## src/rtl/apb_debug_master_if.sv

```systemverilog
// Host command/response channel plus the APB segment of apb_debug_master.
// The master modport is the requester's view; slave is the host/APB-slave side.
interface apb_debug_master_if;
  logic       cmd_valid;
  logic       cmd_ready;
  logic       cmd_write;
  logic [4:0] cmd_addr;
  logic [7:0] cmd_wdata;
  logic       rsp_valid;
  logic       rsp_ready;
  logic [7:0] rsp_rdata;
  logic       rsp_timeout;
  logic       PSEL;
  logic       PENABLE;
  logic       PWRITE;
  logic [4:0] PADDR;
  logic [7:0] PWDATA;
  logic [7:0] PRDATA;
  logic       PREADY;

  modport master (
    input  cmd_valid, cmd_write, cmd_addr, cmd_wdata, rsp_ready, PRDATA, PREADY,
    output cmd_ready, rsp_valid, rsp_rdata, rsp_timeout,
           PSEL, PENABLE, PWRITE, PADDR, PWDATA
  );

  modport slave (
    output cmd_valid, cmd_write, cmd_addr, cmd_wdata, rsp_ready, PRDATA, PREADY,
    input  cmd_ready, rsp_valid, rsp_rdata, rsp_timeout,
           PSEL, PENABLE, PWRITE, PADDR, PWDATA
  );
endinterface

```

## src/rtl/apb_debug_master.sv

```systemverilog
// Single-outstanding APB requester: host command -> SETUP/ACCESS -> one response,
// with PREADY wait states and an optional stall timeout.
module apb_debug_master #(
  parameter int TIMEOUT_CYCLES = 15
) (
  input logic                 PCLK,
  input logic                 PRESETn,
  apb_debug_master_if.master  bus
);

  typedef enum logic [1:0] {
    S_IDLE,
    S_SETUP,
    S_ACCESS,
    S_RESP
  } state_t;

  localparam int               CNT_W    = (TIMEOUT_CYCLES > 0) ? $clog2(TIMEOUT_CYCLES + 1) : 1;
  localparam logic [CNT_W-1:0] CNT_LAST = CNT_W'((TIMEOUT_CYCLES > 0) ? TIMEOUT_CYCLES - 1 : 0);
  localparam logic             TO_EN    = (TIMEOUT_CYCLES != 0);

  state_t           r_state;
  logic [CNT_W-1:0] r_wait_cnt;
  logic             r_cmd_ready;
  logic             r_psel;
  logic             r_penable;
  logic             r_pwrite;
  logic [4:0]       r_paddr;
  logic [7:0]       r_pwdata;
  logic             r_rsp_valid;
  logic [7:0]       r_rsp_rdata;
  logic             r_rsp_timeout;
  logic             w_timeout_hit;

  // Expiry is judged on the count of stalled ACCESS cycles already seen, so
  // ACCESS lasts exactly TIMEOUT_CYCLES cycles when PREADY never rises.
  assign w_timeout_hit = TO_EN && (r_wait_cnt == CNT_LAST);

  // NOTE: every register, including the data-path ones, has an async reset
  // so a reset mid-transfer leaves the bus idle and no stale data visible.
  always_ff @(posedge PCLK or negedge PRESETn) begin
    if (!PRESETn) begin
      r_state       <= S_IDLE;
      r_wait_cnt    <= '0;
      r_cmd_ready   <= 1'b1;
      r_psel        <= 1'b0;
      r_penable     <= 1'b0;
      r_pwrite      <= 1'b0;
      r_paddr       <= '0;
      r_pwdata      <= '0;
      r_rsp_valid   <= 1'b0;
      r_rsp_rdata   <= '0;
      r_rsp_timeout <= 1'b0;
    end else begin
      // NOTE: non-blocking assignments throughout; every branch reads the
      // pre-edge values, which keeps this single-block FSM order-independent.
      unique case (r_state)
        S_IDLE: begin
          if (bus.cmd_valid) begin
            r_pwrite    <= bus.cmd_write;
            r_paddr     <= bus.cmd_addr;
            r_pwdata    <= bus.cmd_wdata;
            r_cmd_ready <= 1'b0;
            r_psel      <= 1'b1;
            r_state     <= S_SETUP;
          end
        end

        S_SETUP: begin
          r_penable  <= 1'b1;
          r_wait_cnt <= '0;
          r_state    <= S_ACCESS;
        end

        S_ACCESS: begin
          if (bus.PREADY) begin
            r_rsp_rdata   <= r_pwrite ? 8'h00 : bus.PRDATA;
            r_rsp_timeout <= 1'b0;
            r_psel        <= 1'b0;
            r_penable     <= 1'b0;
            r_rsp_valid   <= 1'b1;
            r_state       <= S_RESP;
          end else if (w_timeout_hit) begin
            r_rsp_rdata   <= 8'h00;
            r_rsp_timeout <= 1'b1;
            r_psel        <= 1'b0;
            r_penable     <= 1'b0;
            r_rsp_valid   <= 1'b1;
            r_state       <= S_RESP;
          end else if (r_wait_cnt != '1) begin
            r_wait_cnt <= r_wait_cnt + 1'b1;
          end
        end

        S_RESP: begin
          if (bus.rsp_ready) begin
            r_rsp_valid <= 1'b0;
            r_cmd_ready <= 1'b1;
            r_state     <= S_IDLE;
          end
        end

        default: begin
          r_state <= S_IDLE;
        end
      endcase
    end
  end

  assign bus.cmd_ready   = r_cmd_ready;
  assign bus.PSEL        = r_psel;
  assign bus.PENABLE     = r_penable;
  assign bus.PWRITE      = r_pwrite;
  assign bus.PADDR       = r_paddr;
  assign bus.PWDATA      = r_pwdata;
  assign bus.rsp_valid   = r_rsp_valid;
  assign bus.rsp_rdata   = r_rsp_rdata;
  assign bus.rsp_timeout = r_rsp_timeout;

endmodule

```

## src/flat_wrapper.sv

```systemverilog
// flat-port wrapper written by rule: the top's interface ports become plain ports
module apb_debug_master_flat 
#(
  parameter int TIMEOUT_CYCLES = 15
)
  (PCLK, PRESETn, bus_cmd_valid, bus_cmd_write, bus_cmd_addr, bus_cmd_wdata, bus_rsp_ready, bus_PRDATA, bus_PREADY, bus_cmd_ready, bus_rsp_valid, bus_rsp_rdata, bus_rsp_timeout, bus_PSEL, bus_PENABLE, bus_PWRITE, bus_PADDR, bus_PWDATA);
  apb_debug_master_if bus_i ();
  input logic PCLK;
  input logic PRESETn;
  input wire logic [$bits(bus_i.cmd_valid)-1:0] bus_cmd_valid;
  input wire logic [$bits(bus_i.cmd_write)-1:0] bus_cmd_write;
  input wire logic [$bits(bus_i.cmd_addr)-1:0] bus_cmd_addr;
  input wire logic [$bits(bus_i.cmd_wdata)-1:0] bus_cmd_wdata;
  input wire logic [$bits(bus_i.rsp_ready)-1:0] bus_rsp_ready;
  input wire logic [$bits(bus_i.PRDATA)-1:0] bus_PRDATA;
  input wire logic [$bits(bus_i.PREADY)-1:0] bus_PREADY;
  output wire logic [$bits(bus_i.cmd_ready)-1:0] bus_cmd_ready;
  output wire logic [$bits(bus_i.rsp_valid)-1:0] bus_rsp_valid;
  output wire logic [$bits(bus_i.rsp_rdata)-1:0] bus_rsp_rdata;
  output wire logic [$bits(bus_i.rsp_timeout)-1:0] bus_rsp_timeout;
  output wire logic [$bits(bus_i.PSEL)-1:0] bus_PSEL;
  output wire logic [$bits(bus_i.PENABLE)-1:0] bus_PENABLE;
  output wire logic [$bits(bus_i.PWRITE)-1:0] bus_PWRITE;
  output wire logic [$bits(bus_i.PADDR)-1:0] bus_PADDR;
  output wire logic [$bits(bus_i.PWDATA)-1:0] bus_PWDATA;
  assign bus_i.cmd_valid = bus_cmd_valid;
  assign bus_i.cmd_write = bus_cmd_write;
  assign bus_i.cmd_addr = bus_cmd_addr;
  assign bus_i.cmd_wdata = bus_cmd_wdata;
  assign bus_i.rsp_ready = bus_rsp_ready;
  assign bus_i.PRDATA = bus_PRDATA;
  assign bus_i.PREADY = bus_PREADY;
  assign bus_cmd_ready = bus_i.cmd_ready;
  assign bus_rsp_valid = bus_i.rsp_valid;
  assign bus_rsp_rdata = bus_i.rsp_rdata;
  assign bus_rsp_timeout = bus_i.rsp_timeout;
  assign bus_PSEL = bus_i.PSEL;
  assign bus_PENABLE = bus_i.PENABLE;
  assign bus_PWRITE = bus_i.PWRITE;
  assign bus_PADDR = bus_i.PADDR;
  assign bus_PWDATA = bus_i.PWDATA;
  apb_debug_master #(.TIMEOUT_CYCLES(TIMEOUT_CYCLES)) u_core (.PCLK(PCLK), .PRESETn(PRESETn), .bus(bus_i));
endmodule
```

## config.mk

```make
export PLATFORM = sky130hd
export DESIGN_NAME = apb_debug_master_flat
export DESIGN_NICKNAME = d
export VERILOG_FILES = /design/src/rtl/apb_debug_master_if.sv /design/src/rtl/apb_debug_master.sv /design/src/flat_wrapper.sv
export SDC_FILE = /design/constraint.sdc
export NUM_CORES = 1
export LEC_CHECK = 0
export BUFFER_PORTS_ARGS = -buffer_cell sky130_fd_sc_hd__buf_2
export CAP_MARGIN = 40
export CORE_MARGIN = 1
export CORE_UTILIZATION = 52
export DETAILED_ROUTE_END_ITERATION = 10
export PLACE_DENSITY_LB_ADDON = 0.3
export SLEW_MARGIN = 20
export SYNTH_ARGS = -nofsm -noshare
export SYNTH_HDL_FRONTEND = slang
export SYNTH_SLANG_ARGS = --single-unit
```

## constraint.sdc

```tcl
create_clock -name PCLK -period 4 [get_ports PCLK]
set_input_delay 0.8 -clock PCLK [delete_from_list [all_inputs] [get_ports PCLK]]
set_output_delay 0.8 -clock PCLK [all_outputs]
set_load 0.01 [all_outputs]
```

==> results of run 1 <==
[kinds of logic after synthesis]
group / count (synthesis) / synth area share
flip-flops: 33 / 0.558
AO/OA/AOI/OAI: 24 / 0.134
AND/OR/NAND/NOR: 16 / 0.0481
adder cells (fa/ha/maj): 8 / 0.0675
buffers and inverters: 12 / 0.0363
multiplexers: 21 / 0.156
[worst max path at each step]
stage,startpoint,to,slack (ns),cells after the start
after floorplan,bus_cmd_valid,u_core.r_state[1]$_DFFE_PN0P_,2.27,3
final,u_core.r_state[0]$_DFFE_PN0P_,u_core.r_wait_cnt[1]$_DFFE_PN0P_,2.09,5
after CTS,u_core.r_state[0]$_DFFE_PN0P_,u_core.r_wait_cnt[1]$_DFFE_PN0P_,2.10,5
after global routing,u_core.r_state[0]$_DFFE_PN0P_,u_core.bus.rsp_rdata[5]$_DFFE_PN0P_,1.96,5
after global placement,bus_cmd_valid,u_core.r_state[1]$_DFFE_PN0P_,2.11,4
after detailed placement,bus_cmd_valid,u_core.r_state[1]$_DFFE_PN0P_,2.09,4
[layer usage]
metal / share of wire / track usage / vias to the layer above
li1: - / - / 528
met4: 0.019 / 0.107 / 0
met5: 0 / 0 / -
met1: 0.43 / 0.239 / 524
met2: 0.50 / 0.341 / 44
met3: 0.056 / 0.0539 / 8
[state kept, by name, indices dropped and copies added (netlist names)]
register / count
u_core.bus.PWDATA: 8
u_core.bus.rsp_rdata: 8
u_core.bus.PADDR: 5
u_core.r_wait_cnt: 4
u_core.r_state: 2
u_core.bus.PENABLE: 1
u_core.bus.PSEL: 1
u_core.bus.PWRITE: 1
u_core.bus.cmd_ready: 1
u_core.bus.rsp_timeout: 1
u_core.bus.rsp_valid: 1
[final cells by class]
class	instances	area (µm²)
fillers	200	777
multi-input cells	69	602
well taps	30	37.5
clock buffers	6	41.3
clock inverters	2	10.0
inverters	8	30.0
flip-flops and latches	33	827
repair buffers	53	265
[per-stage QoR]
step                      setup WS (ns)  hold WS, ns  area, µm²
after floorplan                    2.27        0.504       1480
after global placement             2.11        0.482       1760
after detailed placement           2.09        0.490       1760
after CTS                          2.10        0.514       1810
after global routing               1.96        0.530       1810
final                              2.09        0.501       1810
[power by group]
part | switching, mW | internal (mW) | total (mW) | leakage, nW
clock | 0.110 | 0.0669 | 0.177 | 0.0320
combinational | 0.302 | 0.292 | 0.593 | 0.502
sequential | 0.0933 | 0.488 | 0.581 | 0.405
total | 0.505 | 0.847 | 1.35 | 0.939
[critical path, cell delays in order (launching register included)]
cell and delay (ns):
dfrtp_1 0.42, inv_1 0.15, ha_1 0.45, nand2_1 0.15
o2111ai_1 0.24, mux2_2 0.39
[placed cells by master (no fill, tap or decap), drive strengths merged, types with 2 or more instances in the layout]
master,synthesis,layout
a22o,10,10
mux2,17,17
inv,8,8
dfrtp,32,32
buf,3,53
nor2,3,3
nand2,7,7
mux2i,4,4
ha,8,8
clkbuf,1,6
clkinv,0,2
nand3,3,3
a21oi,3,3
o21ai,3,3
nand4,2,2
==> out/results.txt, run 1 <==
Post-CTS Hold Buffers: 0
Initial Utilization: 0.572
min cycle time layout: 1.91 ns
leading area contributor after synthesis: dfrtp_1
RSZ-0062 raised after global routing: false
mean number of vias per cell: 5.49
vias in the first global route: 1143
TritonCTS Buffers: 5
reg2reg path depth: 5
Post-CTS Setup Bufs: 0
clock slew at reported path FFs: 0.10 ns
CTS tree: yes
max-slew violation count: 0
total power: 1.35 mW
Pre-Repair DR Iteration Count: 4
CP Launch Type: flip-flop
worst flop-to-flop path endpoint: u_core.r_wait_cnt[1]$_DFFE_PN0P_
outcome: completed
Clock Skew: 0.00638 ns
Lkg Pwr: 0.939 nW
PwrDens: 745 nW/µm²
VDD IR max: 544 µV
GRT overflow: 0
Non-Filler Instances: 201
Synth async-reset ratio: 1.00
Fmax: 522 MHz
Final Cycle Share: 0.479
cell count after placement: 193
CTS Sinks: 33
die area: 3070 µm²
critical path peak fanout: 13
final core occ: 0.700
layout cells sized above 1: 0.468
cell area after synthesis: 1480 µm²
first-pass GRT wire length: 4820 µm
Setup CP Type: flip-flop to flip-flop
CTS Buffer Depth: 2
H-tree levels: 2
top-count cell post-synth: dfrtp_1
initial antenna violation count: 0
number of synthesized flops with an enable pin: 0
hold crit path type: input pin to async pin
total wire length: 2800 µm
Core ar.: 2590 µm²
Crit path arrival time: 2.13 ns
Die Ht: 55.4 µm
chip width: 55.4 µm
worst r2r src: u_core.r_state[0]$_DFFE_PN0P_
Area Overhead vs Synth: 22.3%
GPL Wtd Cong: 0.771
Antenna Cells: 0
Clock Latency Late Sink: 0.33 ns
Antenna Violating Nets Remaining: 0
leading cell types by count after synthesis: dfrtp_1, mux2_2, a22o_1
Fin. Hold Viols: 0
number of max-cap violations: 0
top_reg_cell synth: dfrtp_1
clk root buf: clkbuf_4
nets: 205
post_cts resized: 0
synth unique cells: 27
Rel. slew slack: 0.537
vias: 1104
DRC viols: 0
IO Count: 54
drt initial violations: 22
sequential element share of the synthesized area: 0.558
Cell Rows: 18
Crit. End Element: flip-flop
Syn Area/Cell: 13.0 µm²
syn nets: 149
Worst-Margin Slew: 0.695 ns
setup_tns: 0 ns
Routed WL per cell: 13.9 µm
r2r setup slk: 2.09 ns
largest cells by area after synthesis: dfrtp_1, mux2_2, ha_1
Synth Register Bits: 33
Mapped Cells: 114
synth warn: 0
Final setup viols: 0
Synth top area share: 0.540
PortBufs: 53
Overall Global Routing Usage: 0.204
DP HPWL: 2110 µm
WP data required: 4.22 ns
largest net degree at the start of global routing: 34
No activity file was read; power rests on OpenSTA's default activity.
==> run 2: changes to the inputs <==
Settings changed: CORE_UTILIZATION 52 to 48.
Clock period 4 ns to 1.8 ns, I/O delays scaled along.
==> out/results.txt, run 2 (same netlist as run 1, synthesis figures left out) <==
PortBufs: 53
critical path peak fanout: 4
CTS Buffer Depth: 2
Final setup viols: 0
CP Cell Sequence: inv_1 > ha_2 > a31oi_4 > a222oi_1 > mux2_1
Gate power share: 0.433
switch share: 0.351
failing checks: DRC
Die Ht: 57.6 µm
Pre-Repair DR Iteration Count: 7
Crit path arrival time: 1.98 ns
Place WS: 0.0589 ns
Post-CTS Setup Bufs: 0
CP Launch Type: flip-flop
max-slew violation count: 0
GPL Wtd Cong: 0.862
Lkg Pwr: 0.975 nW
Antenna Violating Nets Remaining: 0
reg2reg path depth: 5
CP delay by family, top: compound AO/OA/AOI/OAI gates
nets: 210
number of max-cap violations: 0
chip width: 57.6 µm
clock slew at reported path FFs: 0.10 ns
total power: 3.29 mW
Non-Filler Instances: 207
DRC viols: 4
layout cells sized above 1: 0.489
initial antenna violation count: 0
Final Cycle Share: 0.980
Clock Skew: 0.00822 ns
critical path startpoint: u_core.r_wait_cnt[0]$_DFFE_PN0P_
cell count after placement: 199
commonest non-fill, non-tap cell in the layout: buf_2
Fin. Hold Viols: 0
clock power share: 0.176
final core occ: 0.667
largest net degree at the start of global routing: 34
Flop pwr share: 0.391
Rel. slew slack: 0.526
outcome: finished, violations left
Buf/Inv on CP: 1
PwrDens: 1740 nW/µm²
IO Count: 54
CTS tree: yes
clk root buf: clkbuf_4
Cell Rows: 19
setup_tns: 0 ns
Final WS setup: 0.0358 ns
TritonCTS Buffers: 5
WP data required: 2.02 ns
total wire length: 2930 µm
hold crit path type: input pin to async pin
Worst-Margin Slew: 0.712 ns
worst r2r src: u_core.r_wait_cnt[0]$_DFFE_PN0P_
Setup crit end: u_core.r_state[1]$_DFFE_PN0P_
VDD IR max: 962 µV
Clock Latency Late Sink: 0.33 ns
CP max stage delay: 0.42 ns
Crit. End Element: flip-flop
GRT overflow: 0
worst flop-to-flop path endpoint: u_core.r_state[1]$_DFFE_PN0P_
Antenna Cells: 0
min cycle time layout: 1.76 ns
drt initial violations: 34
H-tree levels: 2
Initial Utilization: 0.524
mean number of vias per cell: 5.46
post_cts resized: 0
Post-CTS Hold Buffers: 0
Slowest-stage cell, CP: dfrtp_1
die area: 3310 µm²
internal power: 2.14 mW
Fmax: 567 MHz
Routed WL per cell: 14.1 µm
r2r setup slk: 0.04 ns
Psw: 1.15 mW
Overall Global Routing Usage: 0.188
first-pass GRT wire length: 4610 µm
Core ar.: 2830 µm²
WP depth: 5
DP HPWL: 2170 µm
Setup CP Type: flip-flop to flip-flop
vias: 1131
CTS Sinks: 33
Area Overhead vs Synth: 27.3%
most frequent cells in the layout: buf_2, dfrtp_1, mux2_2, a22o_1
vias in the first global route: 1026
[run 2: final cells by class]
| cell class | count | area, µm² |
|---|---|---|
| Clock buffer | 7 | 55.1 |
| Clock inverter | 1 | 30.0 |
| Fill cell | 220 | 941 |
| Inverter | 8 | 30.0 |
| Multi-Input combinational cell | 69 | 604 |
| Sequential cell | 33 | 827 |
| Tap cell | 31 | 38.8 |
| Timing Repair Buffer | 58 | 303 |
[run 2: routing by layer]
metal  GRT usage  routed length, µm
met3      0.0726                231
met4      0.0732                 42
met2       0.292               1390
met5           0                  0
met1       0.236               1260
[run 2: power groups by stage]
stage	Clock [mW]	Combinational (mW)	Sequential, mW
floorplan	0	0.753	1.41
global placement	0	1.37	1.28
detailed placement	0	1.43	1.31
CTS	0.589	1.43	1.29
global route	0.614	1.56	1.33
finish	0.579	1.42	1.29
[run 2: metrics by stage]
stage	instance area (µm²)	hold WS, ns
floorplan	1480	0.0644
global placement	1800	0.436
detailed placement	1800	0.451
CTS	1890	0.0843
global route	1890	0.110
finish	1890	0.0699
[run 2: worst register-to-register path, cell delays in order, from the launching register on]
cell,delay [ns]
dfrtp_1,0.42
inv_1,0.11
ha_2,0.25
a31oi_4,0.11
a222oi_1,0.39
mux2_1,0.38
[run 2: how the worst min path moves through the flow]
stage                                           end  slack, ns  cells after the start
floorplan           u_core.bus.PADDR[0]$_DFFE_PN0P_       0.06                      0
global placement      u_core.r_state[0]$_DFFE_PN0P_       0.44                      1
detailed placement      u_core.bus.PSEL$_DFFE_PN0P_       0.45                      1
CTS                   u_core.r_state[0]$_DFFE_PN0P_       0.08                      1
global route          u_core.r_state[0]$_DFFE_PN0P_       0.11                      1
finish                u_core.r_state[0]$_DFFE_PN0P_       0.07                      1
